**src/rtl/univ_shift_register.sv**
```systemverilog
// univ_shift_register: parametrised universal shift register.
// Parallel load, single-step left/right shifts with serial or rotate fill,
// and a multi-bit burst shift engine with a busy/done handshake.
// Optional feature macro: USR_ARITH_SHIFT_EN (arithmetic right-shift fill).
module univ_shift_register #(
  parameter int unsigned WIDTH = 8,
  parameter int unsigned AMT_W = 4
) (
  input  logic             clk,
  input  logic             rst,
  input  logic             shift_left,
  input  logic             shift_right,
  input  logic             serial_in,
  input  logic             rotate,
  input  logic             load,
  input  logic [WIDTH-1:0] par_in,
  input  logic             start,
  input  logic             dir,
  input  logic [AMT_W-1:0] amount,
  input  logic             arith,
  output logic [WIDTH-1:0] data_out,
  output logic             serial_out,
  output logic             busy,
  output logic             done
);

  typedef enum logic {
    IDLE     = 1'b0,
    SHIFTING = 1'b1
  } state_t;

  state_t           state;
  logic [AMT_W-1:0] cnt;
  logic             lat_dir;
  logic             lat_rot;

  logic             step_right;
  logic             step_rot;
  logic             fill;
  logic [WIDTH-1:0] step_data;
  logic             step_out;

`ifdef USR_ARITH_SHIFT_EN
  logic             lat_arith;
  logic             step_arith;
`else
  logic             unused_arith;
  assign unused_arith = arith;
`endif

  // One-step shift datapath; a burst uses its latched controls, idle uses live ones
  always_comb begin
    step_right = (state == SHIFTING) ? lat_dir : shift_right;
    step_rot   = (state == SHIFTING) ? lat_rot : rotate;
`ifdef USR_ARITH_SHIFT_EN
    step_arith = (state == SHIFTING) ? lat_arith : arith;
`endif
    fill      = serial_in;
    step_out  = 1'b0;
    step_data = data_out;
    if (step_right) begin
      step_out = data_out[0];
      fill     = step_rot ? data_out[0] : serial_in;
`ifdef USR_ARITH_SHIFT_EN
      if (!step_rot && step_arith) begin
        fill = data_out[WIDTH-1];
      end
`endif
      step_data = {fill, data_out[WIDTH-1:1]};
    end else begin
      step_out  = data_out[WIDTH-1];
      fill      = step_rot ? data_out[WIDTH-1] : serial_in;
      step_data = {data_out[WIDTH-2:0], fill};
    end
  end

  // Control FSM, register contents and handshake outputs
  always_ff @(posedge clk or negedge rst) begin
    if (!rst) begin
      state      <= IDLE;
      data_out   <= '0;
      serial_out <= 1'b0;
      busy       <= 1'b0;
      done       <= 1'b0;
      cnt        <= '0;
      lat_dir    <= 1'b0;
      lat_rot    <= 1'b0;
`ifdef USR_ARITH_SHIFT_EN
      lat_arith  <= 1'b0;
`endif
    end else begin
      done <= 1'b0;
      unique case (state)
        IDLE: begin
          if (load) begin
            data_out <= par_in;
          end else if (start) begin
            lat_dir   <= dir;
            lat_rot   <= rotate;
`ifdef USR_ARITH_SHIFT_EN
            lat_arith <= arith;
`endif
            if (amount != '0) begin
              busy  <= 1'b1;
              cnt   <= amount;
              state <= SHIFTING;
            end else begin
              done <= 1'b1;
            end
          end else if (shift_left ^ shift_right) begin
            data_out   <= step_data;
            serial_out <= step_out;
          end
        end
        SHIFTING: begin
          if (load) begin
            data_out <= par_in;
            busy     <= 1'b0;
            cnt      <= '0;
            state    <= IDLE;
          end else begin
            data_out   <= step_data;
            serial_out <= step_out;
            cnt        <= cnt - AMT_W'(1);
            if (cnt == AMT_W'(1)) begin
              busy  <= 1'b0;
              done  <= 1'b1;
              state <= IDLE;
            end
          end
        end
        default: state <= IDLE;
      endcase
    end
  end

endmodule

```
**config.mk**
```make
export PLATFORM = sky130hd
export DESIGN_NAME = univ_shift_register
export DESIGN_NICKNAME = d
export VERILOG_FILES = /design/src/rtl/univ_shift_register.sv
export SDC_FILE = /design/constraint.sdc
export NUM_CORES = 1
export LEC_CHECK = 0
export BUFFER_PORTS_ARGS = -buffer_cell sky130_fd_sc_hd__clkbuf_2
export CORE_AREA = 5 5 56 58
export CTS_BUF_LIST = sky130_fd_sc_hd__clkbuf_16
export DETAILED_ROUTE_END_ITERATION = 8
export DIE_AREA = 0 0 61 63
export PLACE_DENSITY = 0.71
export SLEW_MARGIN = 20
export SYNTH_ARGS = -nofsm -noshare
export SYNTH_HDL_FRONTEND = slang
export SYNTH_SLANG_ARGS = --single-unit
export TNS_END_PERCENT = 10
```
**constraint.sdc**
```tcl
create_clock -name clk -period 4.35 [get_ports clk]
set_clock_uncertainty 0.1 [all_clocks]
set_input_delay 0.87 -clock clk [delete_from_list [all_inputs] [get_ports clk]]
set_output_delay 0.87 -clock clk [all_outputs]
set_load 0.02 [all_outputs]
```
==> flow_metrics.tcl <==
set metrics [dict create \
    critPathArrivalTime_ns 2.11 \
    setup-violations-final 0 \
    finalNetCount 163 \
    track_usage_pct 13.9 \
    dp_cells 165 \
    r2r.worst_path.cells 4 \
    grt-ovfl-total 0 \
    crit_cells 4 \
    worstHoldPathCells 2 \
    drv_cap 0 \
    drive_gt1_share_pct 29.7 \
    cp_slowest_cell "dfrtp_1" \
    place_congestion 0.749 \
    final_cell_mix "31 x clkbuf_2, 18 x dfrtp_1, 12 x nand2_1, 12 x mux2i_1, 8 x mux2_1" \
    power.leakage_nw 0.613 \
    avgViaCountPerCell 5.38 \
    antenna_found_initial 0 \
    fmax_ghz 0.480 \
    worst_setup_path_end_kind "flop" \
    tns_ns 0 \
    syn-mean-instance-area_um2 10.3 \
    die_area_mm2 0.00384 \
    ir_worst_vdd_v 0.000231 \
    io_pins 33 \
    die_y_um 63 \
    dp_hpwl_um 1840 \
    num_antenna_cells 0 \
    grt_pass1_vias 922 \
    grt_pass1_wl_um 4080 \
    syn_to_final_growth_pct 22.5 \
    drt_wl_total_um 2400 \
    timing.rr.start "state$_DFF_PN0_" \
    post_drt_wl_per_cell_um 14.2 \
    post_dp_cell_area_mm2 0.00127 \
    cts_max_level 1 \
    cp_num_buf_inv 0 \
    grt_max_degree 19 \
    hp-class "reg2reg" \
    multi_input_area_um2 612 \
    port_buffers 31 \
    setup_ws_ns 2.27 \
    critPathMaxStageDelay_ns 0.74 \
    regArea_um2 450 \
    die_x_um 61 \
    netlist_area_mm2 0.00110 \
    relSlewSlack_pct 58.2 \
    drtPass1Iterations 4 \
    cts_setup_buffers 0 \
    layout_min_cycle_time_ns 2.08 \
    post-route-util_pct 51.5 \
    ant_nets 0 \
    cts.reportedPaths.clkPinSlew_ns 0.05 \
    pre_cts_ws_ns 2.14 \
    final_common_cell "clkbuf_2" \
    dr.first_iter.drc_count 23 \
    r2r_setup_slack_ns 2.27 \
    timing_worst_setup_path_type "reg2reg" \
    startpoint "state$_DFF_PN0_" \
    cts_root_buffer "clkbuf_16" \
    critPathCapture "data_out[3]$_DFFE_PN0P_" \
    vias 909 \
    fin_crit_sh_pct 47.8 \
    layoutNonFillerInstCount 169 \
    slew_violations 0 \
    drc 0 \
    cp-start-kind "flop" \
    cts_sinks 18 \
    ys_seq_elements 18 \
    ctsHoldBuffers 0 \
    status "completed" \
    worstPathRequired_ns 4.38 \
    powerDensity_mw_per_mm2 476 \
    path_cells "mux2i_4, mux2_1, mux2i_1, o21ai_2" \
    core_mm2 0.00262 \
    syn-instance-count 107 \
    ctsLongestPathBuffers 2 \
    rsz0062_at_grt "no" \
    start_util_pct 42.1 \
    worstReg2RegEnd "data_out[3]$_DFFE_PN0P_" \
    syn_nets 131 \
    n_fill_cell 252 \
    crit_fanout 18 \
    fin_area_mm2 0.00135 \
    clk_latency_ns 0.25 \
    yosysWarningCount 0 \
    cts_resized 0 \
    hold_viol 0 \
    path_delay_family "multiplexers" \
    cts_tree "yes" \
    core.rowCount 19 \
    cts_buffers 3 \
    yosysSeqAreaShare_pct 41.0 \
    tightest_slew_ns 0.627 \
    synth.distinct_cells 34 \
]
[worst min-delay path, delay by kind of cell (launching register included)]
kind / cells / cell delay [ns]
DFF: 1 / 0.38
and+or+nand+nor: 1 / 0.06
AOI/OAI and AO/OA: 1 / 0.06
[Yosys cell counts, drive strengths merged]
cell,number,area [um^2]
nor2,6,22.5
nor3,2,10.0
o41ai,1,16.3
nand3b,3,22.5
nor4,1,12.5
a31oi,1,6.26
inv,2,7.51
nor3b,2,26.3
nor2b,1,6.26
and2,1,6.26
o22ai,4,25.0
o21bai,1,7.51
buf,3,21.3
o31ai,1,7.51
o21ai,8,43.8
mux2,8,90.1
clkinv,1,5.00
nand2b,1,6.26
clkbuf,1,3.75
a21boi,1,7.51
xnor2,3,26.3
a211oi,1,7.51
dfrtp,18,450
ha,2,25.0
nand2,12,45.0
o21a,1,8.76
nand3,2,10.0
a21oi,6,30.0
mux2i,13,143
[metal layers]
layer	track usage (%)	part of all wire [%]	vias up
met1	16.5	43	431
met4	4.88	1.6	0
met5	0	0	-
li1	-	-	450
met2	23.1	49	24
met3	4.34	6.2	4
[where the power goes]
| group | leakage, nW | total, mW | internal (mW) | switching (mW) |
|---|---|---|---|---|
| combinational | 0.356 | 0.201 | 0.0924 | 0.109 |
| clock | 0.0385 | 0.183 | 0.122 | 0.0607 |
| sequential | 0.218 | 0.257 | 0.208 | 0.0491 |
[worst min path at each step]
stage               slack (ns)               startpoint                      end
floorplan                 0.40      lat_rot$_DFFE_PN0P_      lat_rot$_DFFE_PN0P_
global placement          0.42  data_out[3]$_DFFE_PN0P_  data_out[3]$_DFFE_PN0P_
detailed placement        0.43  data_out[2]$_DFFE_PN0P_  data_out[2]$_DFFE_PN0P_
CTS                       0.44  data_out[2]$_DFFE_PN0P_  data_out[2]$_DFFE_PN0P_
global route              0.47  data_out[2]$_DFFE_PN0P_  data_out[2]$_DFFE_PN0P_
finish                    0.44  data_out[2]$_DFFE_PN0P_  data_out[2]$_DFFE_PN0P_
[sequential cells by signal, indices dropped and copies added (netlist names)]
name,count
data_out,8
cnt,4
busy,1
done,1
lat_dir,1
lat_rot,1
serial_out,1
state,1
[final cells by class]
class | instances | area share, %
clock buffer | 3 | 5.57
sequential | 18 | 33.4
multi-input combinational | 82 | 45.4
tap | 31 | 2.88
clock inverter | 1 | 0.279
inverter | 3 | 0.929
timing repair buffer | 31 | 11.5
[kinds of logic after synthesis]
logic type	Yosys count	synth area share, %
AO/OA/AOI/OAI	25	14.6
XOR/XNOR	3	2.39
adder cells (fa/ha/maj)	2	2.27
buffers and inverters	7	3.41
flip-flops	18	41.0
multiplexers	21	21.2
AND/OR/NAND/NOR	31	15.2
[through the flow]
stage | hold WS, ns | power, mW
floorplan | 0.404 | 0.398
global placement | 0.422 | 0.453
detailed placement | 0.432 | 0.464
CTS | 0.444 | 0.649
global route | 0.471 | 0.686
finish | 0.440 | 0.641
Power figures use the tool's default switching activity.
